<file path="config.mk">
export PLATFORM = sky130hd
export DESIGN_NAME = ntru_axis_poly_streamer
export DESIGN_NICKNAME = d
export VERILOG_FILES = /design/src/rtl/ntru_stream_pkg.sv /design/src/rtl/ntru_skid_fifo.sv /design/src/rtl/ntru_axis_poly_streamer.sv
export SDC_FILE = /design/constraint.sdc
export NUM_CORES = 1
export LEC_CHECK = 0
export CORE_UTILIZATION = 50
export DETAILED_ROUTE_END_ITERATION = 12
export GPL_ROUTABILITY_DRIVEN = 0
export GPL_TIMING_DRIVEN = 1
export PLACE_DENSITY = 0.86
export SLEW_MARGIN = 20
export SYNTH_ARGS = -nofsm -noshare
export SYNTH_HDL_FRONTEND = slang
export SYNTH_SLANG_ARGS = --single-unit
</file>
<file path="constraint.sdc">
create_clock -name clk -period 2.5 [get_ports clk]
set_clock_uncertainty 0.1 [all_clocks]
set_input_delay 0.375 -clock clk [delete_from_list [all_inputs] [get_ports clk]]
set_output_delay 0.375 -clock clk [all_outputs]
set_load 0.05 [all_outputs]
</file>
<file path="src/rtl/ntru_stream_pkg.sv">
// Shared types and constants for the NTRU polynomial streamer.
// FSM encoding, default widths and skid FIFO sizing.
package ntru_stream_pkg;

  localparam int DATA_W_DEF = 32;
  localparam int ADDR_W_DEF = 10;
  localparam int FIFO_DEPTH = 2;
  localparam int CNT_W      = $clog2(FIFO_DEPTH + 1);

  typedef enum logic [1:0] {
    IDLE,
    STREAM,
    FINISH
  } state_e;

endpackage

</file>
<file path="src/rtl/ntru_skid_fifo.sv">
// Two-entry registered skid FIFO; head is always slot0.
// Synchronous active-low reset.
module ntru_skid_fifo
  import ntru_stream_pkg::*;
#(
  parameter int DATA_W = DATA_W_DEF
) (
  input  logic              clk,
  input  logic              resetn,
  input  logic              push,
  input  logic              pop,
  input  logic [DATA_W-1:0] din,
  output logic [DATA_W-1:0] dout,
  output logic              full,
  output logic              empty,
  output logic [CNT_W-1:0]  count
);

  logic [DATA_W-1:0] slot0_q;
  logic [DATA_W-1:0] slot1_q;
  logic [CNT_W-1:0]  cnt_q;
  logic              do_push;
  logic              do_pop;

  assign full    = (cnt_q == CNT_W'(FIFO_DEPTH));
  assign empty   = (cnt_q == '0);
  assign count   = cnt_q;
  assign dout    = slot0_q;
  assign do_pop  = pop && !empty;
  assign do_push = push && (!full || do_pop);

  always_ff @(posedge clk) begin
    if (!resetn) begin
      slot0_q <= '0;
      slot1_q <= '0;
      cnt_q   <= '0;
    end else begin
      unique case ({do_push, do_pop})
        2'b10: begin
          if (empty) slot0_q <= din;
          else       slot1_q <= din;
          cnt_q <= cnt_q + CNT_W'(1);
        end
        2'b01: begin
          slot0_q <= slot1_q;
          cnt_q   <= cnt_q - CNT_W'(1);
        end
        2'b11: begin
          // count stays put; refill behind the departing head
          if (full) begin
            slot0_q <= slot1_q;
            slot1_q <= din;
          end else begin
            slot0_q <= din;
          end
        end
        default: ;
      endcase
    end
  end

endmodule

</file>
<file path="src/rtl/ntru_axis_poly_streamer.sv">
// Streams poly_n RAM words to an AXI4-Stream slave via a skid FIFO.
// NTRU_STREAM_CYCLECOUNT_EN enables the busy-cycle counter.
module ntru_axis_poly_streamer
  import ntru_stream_pkg::*;
#(
  parameter int DATA_W = DATA_W_DEF,
  parameter int ADDR_W = ADDR_W_DEF
) (
  input  logic              clk,
  input  logic              resetn,
  input  logic              start,
  input  logic [ADDR_W-1:0] poly_n,
  output logic              busy,
  output logic              done,
  output logic              mem_en,
  output logic [ADDR_W-1:0] mem_addr,
  input  logic [DATA_W-1:0] mem_rdata,
  output logic [DATA_W-1:0] M_AXIS_tdata,
  output logic              M_AXIS_tvalid,
  input  logic              M_AXIS_tready,
  output logic              M_AXIS_tlast,
  output logic [31:0]       cycle_count
);

  state_e            state_q, state_d;
  logic [ADDR_W-1:0] n_q;
  logic [ADDR_W:0]   rd_ptr_q;
  logic [ADDR_W-1:0] beat_cnt_q;
  logic              inflight_q;
  logic              busy_q;
  logic              accept;
  logic              pop;
  logic              issue;
  logic              fifo_full;
  logic              fifo_empty;
  logic [CNT_W-1:0]  fifo_cnt;
  logic [2:0]        occ;

  assign accept = (state_q == IDLE) && start;
  assign pop    = M_AXIS_tvalid && M_AXIS_tready;

  // occupancy counts the word still in the RAM pipe
  assign occ   = {1'b0, fifo_cnt} + {2'b00, inflight_q};
  assign issue = (state_q == STREAM)
              && (rd_ptr_q < {1'b0, n_q})
              && (occ < (3'd2 + {2'b00, pop}))
              && !(fifo_full && !pop);

  assign mem_en   = issue;
  assign mem_addr = issue ? rd_ptr_q[ADDR_W-1:0] : '0;

  assign M_AXIS_tvalid = !fifo_empty;
  assign M_AXIS_tlast  = M_AXIS_tvalid
                      && (beat_cnt_q == n_q - ADDR_W'(1));
  assign busy = busy_q;

  ntru_skid_fifo #(
    .DATA_W (DATA_W)
  ) u_fifo (
    .clk    (clk),
    .resetn (resetn),
    .push   (inflight_q),
    .pop    (pop),
    .din    (mem_rdata),
    .dout   (M_AXIS_tdata),
    .full   (fifo_full),
    .empty  (fifo_empty),
    .count  (fifo_cnt)
  );

  always_comb begin
    state_d = state_q;
    done    = 1'b0;
    unique case (state_q)
      IDLE: begin
        if (start) state_d = (poly_n == '0) ? FINISH : STREAM;
      end
      STREAM: begin
        if (pop && M_AXIS_tlast) state_d = FINISH;
      end
      FINISH: begin
        done    = 1'b1;
        state_d = IDLE;
      end
      default: state_d = IDLE;
    endcase
  end

  always_ff @(posedge clk) begin
    if (!resetn) begin
      state_q    <= IDLE;
      n_q        <= '0;
      rd_ptr_q   <= '0;
      beat_cnt_q <= '0;
      inflight_q <= 1'b0;
      busy_q     <= 1'b0;
    end else begin
      state_q    <= state_d;
      inflight_q <= issue;
      if (accept) begin
        n_q        <= poly_n;
        rd_ptr_q   <= '0;
        beat_cnt_q <= '0;
        busy_q     <= 1'b1;
      end else begin
        if (issue) rd_ptr_q <= rd_ptr_q + (ADDR_W+1)'(1);
        if (pop)   beat_cnt_q <= beat_cnt_q + ADDR_W'(1);
        if (state_q == FINISH) busy_q <= 1'b0;
      end
    end
  end

`ifdef NTRU_STREAM_CYCLECOUNT_EN
  logic [31:0] cc_q;

  always_ff @(posedge clk) begin
    if (!resetn)                     cc_q <= '0;
    else if (accept)                 cc_q <= '0;
    else if (busy_q && (cc_q != '1)) cc_q <= cc_q + 32'd1;
  end

  assign cycle_count = cc_q;
`else
  assign cycle_count = '0;
`endif

endmodule

</file>
==> impl_metrics.ini <==
[cts]
cts_tree = done
clkSinkCount = 101
insertion_delay_ns = 0.37
cts.path.max_buffers = 2
postCtsHoldBufs = 0
clk_pin_slew_worst_paths_ns = 0.11
cts_root_buf = clkbuf_8
cts_buffers = 9
htree_levels = 3

[critical_path]
path_max_fanout = 2
cp.arrival_ns = 2.29
reg2reg_from = u_fifo.count[1]$_SDFFE_PN0P_
crit_path_end_kind = primary output
crit_path_start_kind = flip-flop
critPathKind = reg -> out
critical_path_required_ns = 2.03
crit_path_start = n_q[0]$_SDFFE_PN0P_

[global_routing]
overflow = 0
gr-usage-all-layers_pct = 24.6
grt_pass1_wl_um = 21900
grt_max_degree = 63
grt_pass1_vias = 4673
grt_antenna_before_repair = 0

[detailed_routing]
drc = 0
drt_iter0_drc = 174
wl_per_cell_um = 17.0
highest_layer = met4
totalWireLength_um = 14200
dr.pass1.iters = 5
vias = 4690
wl_met2_um = 7370
wl_met3_um = 947
avgViaCountPerCell = 5.61
antenna_left = 0
drt-met1-wl_um = 5430

[pwr]
max-vdd-ir-drop_mv = 0.362
clkPwrFrac_pct = 25.6
sw_frac_of_total_pct = 36.2
power.total_uw = 4000
p_per_area_mw_per_mm2 = 558
p_sw_uw = 1450
internal-power_uw = 2550
comb_power_share_pct = 30.3
power_frac_seq_pct = 44.1
p_leak_uw = 0.00351

[floorplanning]
coreArea_mm2 = 0.0103
io_pins = 125
die-area_mm2 = 0.0111
initial_utilization_pct = 51.7
fp.dieH_um = 105
num_rows = 37
die_w_um = 105

[min_path]
min_path_type = in -> reg
min_from = resetn

[sta]
holdWs_ns = 0.330
tns_ns = -1.10
rsz0062_at_grt = yes
period_needed_ns = 2.77
setup-violations-final = 12
slew_headroom_pct = 50.4
layout_setup_ws_ns = -0.266
hold_viol_final = 0
tightest_slew_ns = 0.737
max_freq_mhz = 362
period_share_pct = 111
drv_slew = 0

[flow_run]
maxCapViolations = 0

[synth]
synthTopCellsByArea = dfxtp_1 (38%), mux2i_1 (13%), o211a_1 (6.2%), nand2_1 (5.3%), buf_4 (4.5%)
synth-seq-area-share_pct = 37.9
synthTopCellsByCount = dfxtp_1 (101), nand2_1 (75), mux2i_1 (71)
synth_top_area_cell = dfxtp_1
synth.top_cell.area_share_pct = 37.9
synthFlopType = dfxtp_1
async_reset_ff_share_pct = 0
synth.distinct_cells = 51
syn_inst = 583
synth_edf_count = 0
ys_seq_elements = 101
syn_avg_cell_area_um2 = 9.15
yosysWarnings = 0
yosysMostFrequentCell = dfxtp_1
syn_area_mm2 = 0.00533

[placed_design]
numPortBuffers = 92
dp_hpwl_um = 9140
post-place-ws_ns = 0.0241
post_dp_cell_area_mm2 = 0.00654

[layout]
area_delta_synth_final_pct = 34.3
nets = 755
drive_above_1_share_pct = 19.6
diodes = 0
design_area_mm2 = 0.00716

[run_status]
status = complete, but fails checks
failed_checks = setup timing
power groups by stage:
stage	Sequential [µW]	Combinational (µW)	Clock, µW
finish	1760	1210	1020
CTS	1760	1170	1050
detailed placement	1800	1080	0
floorplan	2010	533	0
global route	1770	1280	1100
global placement	1790	1050	0
through the flow:
step,utilization [%],std cells
after floorplan,-,614
after global placement,63.3,802
after detailed placement,63.3,802
after CTS,68.4,834
after global routing,69.4,836
final,69.4,836
registers in the layout, summed over array words and instances, names as in the netlist:
signal	flops
busy	1
u_fifo.count	2
state_q	2
beat_cnt_q	10
u_fifo.dout	32
n_q	10
u_fifo.slot1_q	32
rd_ptr_q	11
inflight_q	1
layout by cell type (no fill, tap or decap), types with 4 or more instances in the layout:
master,netlist,final
nor2_1,25,23
dfxtp_4,0,5
clkbuf_8,0,9
o211a_1,33,33
inv_1,14,6
inv_2,0,7
ha_4,0,8
buf_12,0,16
nand2_1,75,74
buf_4,32,38
conb_1,1,32
ha_1,14,6
o21ai_0,5,4
nand2b_1,5,5
and4_1,4,4
and3_1,15,5
dfxtp_1,101,84
a21boi_0,11,11
nor3_1,6,5
nand4_1,4,4
nand3_1,16,16
xor2_1,13,13
nor2b_1,37,37
mux2i_1,71,70
o21a_1,4,4
xnor2_1,8,8
and3_4,0,10
clkdlybuf4s50_1,0,77
dfxtp_2,0,12
a21oi_1,7,7
layout make-up:
class / instances / area, µm²
well taps: 136 / 170
inverters: 14 / 55.1
clock buffers: 9 / 124
flip-flops and latches: 101 / 2060
clock inverters: 7 / 65.1
fillers: 727 / 3160
repair buffers: 134 / 1410
multi-input cells: 435 / 3290
worst max-delay path, cell delays in order, from the launching register on:
cell and delay, ns:
dfxtp_2 0.36, inv_2 0.06, ha_4 0.15, nor2b_4 0.12, or4_4 0.49, a31oi_4 0.19
o31ai_4 0.09, a211oi_4 0.28, buf_12 0.17
logic make-up (layout without fill, tap and decap cells):
group                      Yosys count  after routing  synth area share, %
and+or+nand+nor                    207            207                 19.8
DFF                                101            101                 37.9
AOI/OAI and AO/OA                   89             90                 13.6
buffers and inverters               79            164                 8.56
muxes                               71             71                 13.3
xor gates and xnor gates            21             21                 3.45
adders and majority gates           14             14                 3.28
other                                1             32               0.0703
layer usage:
metal  up-vias  track usage, %
met5         -               0
met3        46            6.43
met4         0            9.56
met2       204            44.5
met1      2247            27.3
li1       2193               -
what timing repair did:
action	in CTS	in global routing
pin swaps	24	15
setup endpoints to repair	13	13
cloned	2	0
gates resized for setup	58	20
setup buffers	14	2
path summary, 6_finish.rpt:
kind                                       end  cells after the start  slack (ns)
setup reg to reg      rd_ptr_q[8]$_SDFFE_PP0P_                      8        0.08
setup / recovery                  M_AXIS_tlast                      8       -0.27
hold / removal    u_fifo.dout[25]$_SDFFE_PN0P_                      2        0.33
hold reg to reg   u_fifo.dout[19]$_SDFFE_PN0P_                      1        0.41
Note: power is estimated with default switching activity, not from simulation.
